File: src/rtl/counter_sequencer_if.sv
// Host-side bundle for counter_sequencer: the config handshake, the run
// controls and the observable timer status.
interface counter_sequencer_if #(
   parameter int WIDTH = 4
);
   logic             cfg_valid;
   logic             cfg_ready;
   logic [WIDTH-1:0] cfg_limit;
   logic             cfg_periodic;
   logic             start;
   logic             stop;
   logic [WIDTH-1:0] count;
   logic             busy;
   logic             tick;
   logic             done;

   // Host side: issues config and run controls, observes status.
   modport master (
      output cfg_valid, cfg_limit, cfg_periodic, start, stop,
      input  cfg_ready, count, busy, tick, done
   );

   // Timer side: accepts config and controls, reports status.
   modport slave (
      input  cfg_valid, cfg_limit, cfg_periodic, start, stop,
      output cfg_ready, count, busy, tick, done
   );
endinterface

File: src/rtl/counter_sequencer.sv
// Programmable interval timer: a run/stop sequencer wrapped around a
// WIDTH-bit up-counter. The host latches a terminal value and a mode
// (one-shot or periodic), then starts and stops the count. Terminal count
// raises a one-cycle tick and either halts in DONE or wraps back to zero.
module counter_sequencer #(
   parameter int WIDTH = 4
) (
   input logic                clk,
   input logic                rst_n,
   counter_sequencer_if.slave bus
);

   typedef enum logic [1:0] {
      ST_IDLE  = 2'd0,
      ST_ARMED = 2'd1,
      ST_RUN   = 2'd2,
      ST_DONE  = 2'd3
   } state_t;

   state_t           state_q;
   logic [WIDTH-1:0] count_q;
   logic [WIDTH-1:0] limit_q;
   logic             periodic_q;

   logic             cfg_fire_s;
   logic             at_limit_s;

   // Config is only refused while counting, so the terminal value can never
   // change underneath a running interval.
   assign bus.cfg_ready = (state_q != ST_RUN);
   assign cfg_fire_s    = bus.cfg_valid && bus.cfg_ready;
   assign at_limit_s    = (count_q == limit_q);

   // Status decodes straight from registered state; tick also looks at stop
   // so that a stop on the terminal cycle suppresses the event.
   assign bus.count = count_q;
   assign bus.busy  = (state_q == ST_RUN);
   assign bus.done  = (state_q == ST_DONE);
   assign bus.tick  = (state_q == ST_RUN) && at_limit_s && !bus.stop;

   // Sequencer FSM together with the counter, limit and mode registers.
   always_ff @(posedge clk or negedge rst_n) begin
      if (!rst_n) begin
         state_q    <= ST_IDLE;
         count_q    <= {WIDTH{1'b0}};
         limit_q    <= {WIDTH{1'b0}};
         periodic_q <= 1'b0;
      end else begin
         case (state_q)
            ST_IDLE: begin
               // Unconfigured: start/stop have nothing to act on yet.
               if (cfg_fire_s) begin
                  limit_q    <= bus.cfg_limit;
                  periodic_q <= bus.cfg_periodic;
                  count_q    <= {WIDTH{1'b0}};
                  state_q    <= ST_ARMED;
               end else begin
                  state_q    <= ST_IDLE;
               end
            end
            ST_ARMED: begin
               if (cfg_fire_s) begin
                  limit_q    <= bus.cfg_limit;
                  periodic_q <= bus.cfg_periodic;
                  count_q    <= {WIDTH{1'b0}};
                  state_q    <= ST_ARMED;
               end else if (bus.start && !bus.stop) begin
                  count_q    <= {WIDTH{1'b0}};
                  state_q    <= ST_RUN;
               end else begin
                  state_q    <= ST_ARMED;
               end
            end
            ST_RUN: begin
               // Stop outranks terminal count: freeze where we are.
               if (bus.stop) begin
                  state_q <= ST_ARMED;
               end else if (at_limit_s) begin
                  if (periodic_q) begin
                     // Explicit clear, so a limit below all-ones wraps early
                     // and all-ones never relies on arithmetic overflow.
                     count_q <= {WIDTH{1'b0}};
                     state_q <= ST_RUN;
                  end else begin
                     state_q <= ST_DONE;
                  end
               end else begin
                  count_q <= count_q + {{(WIDTH-1){1'b0}}, 1'b1};
                  state_q <= ST_RUN;
               end
            end
            ST_DONE: begin
               // A new config takes precedence over a restart.
               if (cfg_fire_s) begin
                  limit_q    <= bus.cfg_limit;
                  periodic_q <= bus.cfg_periodic;
                  count_q    <= {WIDTH{1'b0}};
                  state_q    <= ST_ARMED;
               end else if (bus.start) begin
                  count_q    <= {WIDTH{1'b0}};
                  state_q    <= ST_RUN;
               end else begin
                  state_q    <= ST_DONE;
               end
            end
            default: begin
               state_q <= ST_IDLE;
               count_q <= {WIDTH{1'b0}};
            end
         endcase
      end
   end

endmodule
File: src/flat_wrapper.sv
// flat-port wrapper written by rule: the top's interface ports become plain ports
module counter_sequencer_flat 
#(
   parameter int WIDTH = 4
)
  (clk, rst_n, bus_cfg_valid, bus_cfg_limit, bus_cfg_periodic, bus_start, bus_stop, bus_cfg_ready, bus_count, bus_busy, bus_tick, bus_done);
  counter_sequencer_if #(.WIDTH(WIDTH)) bus_i ();
  input logic clk;
  input logic rst_n;
  input wire logic [$bits(bus_i.cfg_valid)-1:0] bus_cfg_valid;
  input wire logic [$bits(bus_i.cfg_limit)-1:0] bus_cfg_limit;
  input wire logic [$bits(bus_i.cfg_periodic)-1:0] bus_cfg_periodic;
  input wire logic [$bits(bus_i.start)-1:0] bus_start;
  input wire logic [$bits(bus_i.stop)-1:0] bus_stop;
  output wire logic [$bits(bus_i.cfg_ready)-1:0] bus_cfg_ready;
  output wire logic [$bits(bus_i.count)-1:0] bus_count;
  output wire logic [$bits(bus_i.busy)-1:0] bus_busy;
  output wire logic [$bits(bus_i.tick)-1:0] bus_tick;
  output wire logic [$bits(bus_i.done)-1:0] bus_done;
  assign bus_i.cfg_valid = bus_cfg_valid;
  assign bus_i.cfg_limit = bus_cfg_limit;
  assign bus_i.cfg_periodic = bus_cfg_periodic;
  assign bus_i.start = bus_start;
  assign bus_i.stop = bus_stop;
  assign bus_cfg_ready = bus_i.cfg_ready;
  assign bus_count = bus_i.count;
  assign bus_busy = bus_i.busy;
  assign bus_tick = bus_i.tick;
  assign bus_done = bus_i.done;
  counter_sequencer #(.WIDTH(WIDTH)) u_core (.clk(clk), .rst_n(rst_n), .bus(bus_i));
endmodule
File: config.mk
export PLATFORM = sky130hd
export DESIGN_NAME = counter_sequencer_flat
export DESIGN_NICKNAME = d
export VERILOG_FILES = /design/src/rtl/counter_sequencer_if.sv /design/src/rtl/counter_sequencer.sv /design/src/flat_wrapper.sv
export SDC_FILE = /design/constraint.sdc
export NUM_CORES = 1
export LEC_CHECK = 0
export CAP_MARGIN = 20
export CORE_MARGIN = 4
export CORE_UTILIZATION = 40
export CTS_BUF_LIST = sky130_fd_sc_hd__clkbuf_8 sky130_fd_sc_hd__clkbuf_16
export DETAILED_ROUTE_END_ITERATION = 8
export PLACE_DENSITY = 0.66
export SETUP_SLACK_MARGIN = 0.02
export SLEW_MARGIN = 20
export SYNTH_ARGS = -nofsm -noshare
export SYNTH_HDL_FRONTEND = slang
export SYNTH_SLANG_ARGS = --single-unit
File: constraint.sdc
create_clock -name clk -period 1.9 [get_ports clk]
set_input_delay 0.38 -clock clk [delete_from_list [all_inputs] [get_ports clk]]
set_output_delay 0.38 -clock clk [all_outputs]
set_load 0.05 [all_outputs]
==> flow_summary.json <==
{
  "setup_viol": 0,
  "viasPerCell": 5.28,
  "path_max_fanout": 6,
  "routed-via-count": 517,
  "syn_nets": 69,
  "slowest_delay_ns": 0.43,
  "ff2ff_setup_slack_ns": 0.26,
  "clkSinkCount": 11,
  "post_route_cells_drive_above_1_share_pct": 32.9,
  "rr_endpoint": "u_core.bus.count[1]",
  "first_pass_iters": 4,
  "grt_setup_unrepaired": "false",
  "fin_cells": 98,
  "netlist.area_leader.share_pct": 43.9,
  "coreArea_sq_um": 1490,
  "syn_area_per_cell_sq_um": 10.8,
  "r2r_start": "u_core.bus.count[0]",
  "cts_tree": "yes",
  "maxSlewViolCount": 0,
  "clkSlewWorstSetupHoldPaths_ns": 0.05,
  "diodes": 0,
  "std_cell_rows": 14,
  "arrival_ns": 1.42,
  "grt_pass1_vias": 498,
  "timing.setup.tns_ns": 0,
  "path_class": "reg2out",
  "grt_pass1_wl_mm": 2.18,
  "fp.dieH_um": 47.6,
  "place.gp.congestion": 0.714,
  "power.density_nw_per_um2": 691,
  "yosysTopAreaCell": "dfrtp_1",
  "hpwl_mm": 1.00,
  "crit_chain": "nand2b_4 > clkinvlp_4 > nand2_1 > nor2_4 > buf_12",
  "grt_max_degree": 12,
  "dieArea_sq_um": 2260,
  "status": "finished, final reports clean",
  "vdd_drop_max_mv": 0.712,
  "wirelength_mm": 1.31,
  "ant_nets": 0,
  "multi_input_area_sq_um": 344,
  "fin_nets": 94,
  "fillers": 132,
  "syn-instance-count": 58,
  "cp_slowest_cell": "dfrtp_2",
  "grt_usage_pct": 13.9,
  "drt_iter0_drc": 3,
  "synth_cell_types": 27,
  "htree_levels": 1,
  "clock_skew_ns": 0.00703,
  "cp.required_ns": 1.52,
  "slew_headroom_pct": 67.1,
  "synth_area_sq_um": 627,
  "portBuffers": 17,
  "final_util_pct": 61.4,
  "post-route-min-period_ns": 1.80,
  "cts_root_buffer": "clkbuf_8",
  "die_x_um": 47.6,
  "wl_per_cell_um": 13.4,
  "seqCellArea_sq_um": 277,
  "numCtsBuffers": 3,
  "grt_remaining_overflow": 0,
  "start_util_pct": 42.1,
  "dp.cells": 93,
  "min_period_over_period_pct": 94.6,
  "worst_pin_slew_ns": 0.491,
  "clk_latency_ns": 0.24,
  "leakage_nw": 0.391,
  "min_path_type": "in2async",
  "syn_to_final_growth_pct": 45.9,
  "synthTopCellsByArea": "dfrtp_1, mux2_2, xnor2_1, o21ai_0, a221oi_2",
  "drcViolationCount": 0,
  "cts_buffer_depth": 2,
  "fmaxAchievable_ghz": 0.556,
  "antenna_found_initial": 0,
  "hold_viol_final": 0,
  "synth-seq-cells": 11,
  "startpoint_type": "register",
  "synth_warnings": 0,
  "cap_violations": 0,
  "io_pins": 18,
  "critPathCaptureType": "output pin",
  "yosysSeqAreaShare_pct": 43.9,
  "rr_worst_depth": 5
}
through the flow:
stage	setup slack, ns	hold WS, ns	instance area, sq um	power, mW
floorplan	0.102	0.0844	638	0.352
global placement	0.0842	0.512	861	0.405
detailed placement	0.0572	0.517	861	0.408
CTS	0.0766	0.508	913	0.638
global route	0.0237	0.529	915	0.658
finish	0.102	0.476	915	0.632
critical path: cells and delay by family (launching register included):
kind                   cells  cell delay (ns)
AND/OR/NAND/NOR            3             0.48
flip-flops                 1             0.43
buffers and inverters      2             0.27
flip-flops by register name, summed over array words and instances, names as in the netlist:
| name | flops |
|---|---|
| u_core.periodic_q | 1 |
| u_core.limit_q | 4 |
| u_core.state_q | 2 |
| u_core.bus.count | 4 |
layer usage:
| layer | routed length (um) | track usage, % |
|---|---|---|
| met5 | 0 | 0 |
| met4 | 12 | 3.23 |
| met3 | 77 | 4.51 |
| met2 | 630 | 22.2 |
| met1 | 593 | 18.4 |
synth_stat cells:
library cell  count
mux2_2            5
and2_2            1
o21bai_1          1
o211ai_1          1
nor3b_2           1
nand2b_4          1
nand2b_1          2
and4_1            1
ha_1              1
mux2_1            1
and3_1            2
nand4_1           1
inv_1             4
a22oi_2           1
a2111oi_0         1
nand2_1           3
dfrtp_1          11
nand3_1           1
and2_1            1
nor2_1            4
xnor2_1           5
mux2i_1           1
o21a_1            1
o21ai_0           3
a21oi_1           2
a221oi_2          1
a22oi_1           1
cells in the final DEF, fill, tap and decap left out, drive strengths merged, types with 2 or more instances in the layout:
cell type and instances:
dfrtp 11, buf 11, clkdlybuf4s50 9, mux2 6, xnor2 5, inv 4, nor2 4, nand2 3
o21ai 3, clkbuf 3, nand2b 3, a21oi 2, and3 2, and2 2, a22oi 2
worst max-delay path by stage:
stage / cells past startpoint / startpoint / slack (ns) / end
after floorplan: 3 / u_core.bus.count[0] / 0.10 / bus_tick
after global placement: 5 / bus_start / 0.08 / u_core.bus.count[1]
after detailed placement: 5 / bus_start / 0.06 / u_core.bus.count[1]
after CTS: 5 / u_core.state_q[0] / 0.08 / bus_tick
after global routing: 5 / u_core.state_q[0] / 0.02 / bus_tick
final: 5 / u_core.state_q[0] / 0.10 / bus_tick
cell families after synthesis:
logic type	share of synthesized area, %
multiplexers	12.4
AO/OA/AOI/OAI	14.6
adder cells (fa/ha/maj)	2.00
buffers and inverters	2.39
AND/OR/NAND/NOR	17.8
flip-flops	43.9
XOR/XNOR	6.99
area by class of cell:
type | count | area share, %
sequential | 11 | 30.2
clock inverter | 1 | 0.410
tap | 16 | 2.19
timing repair buffer | 20 | 23.0
clock buffer | 3 | 4.51
inverter | 4 | 2.05
multi-input combinational | 43 | 37.6
what timing repair did:
item | in CTS | in global routing
setup buffers | 1 | 0
hold buffers | 0 | 0
endpoints found under the setup margin | 1 | 1
pin swaps | 1 | 0
gates resized for setup | 0 | 1
report_power, final:
group / internal [mW] / switching (mW) / total, mW
Clock: 0.142 / 0.0842 / 0.226
Sequential: 0.254 / 0.0183 / 0.272
Combinational: 0.0713 / 0.0629 / 0.134
(Power assumes the default switching activity.)
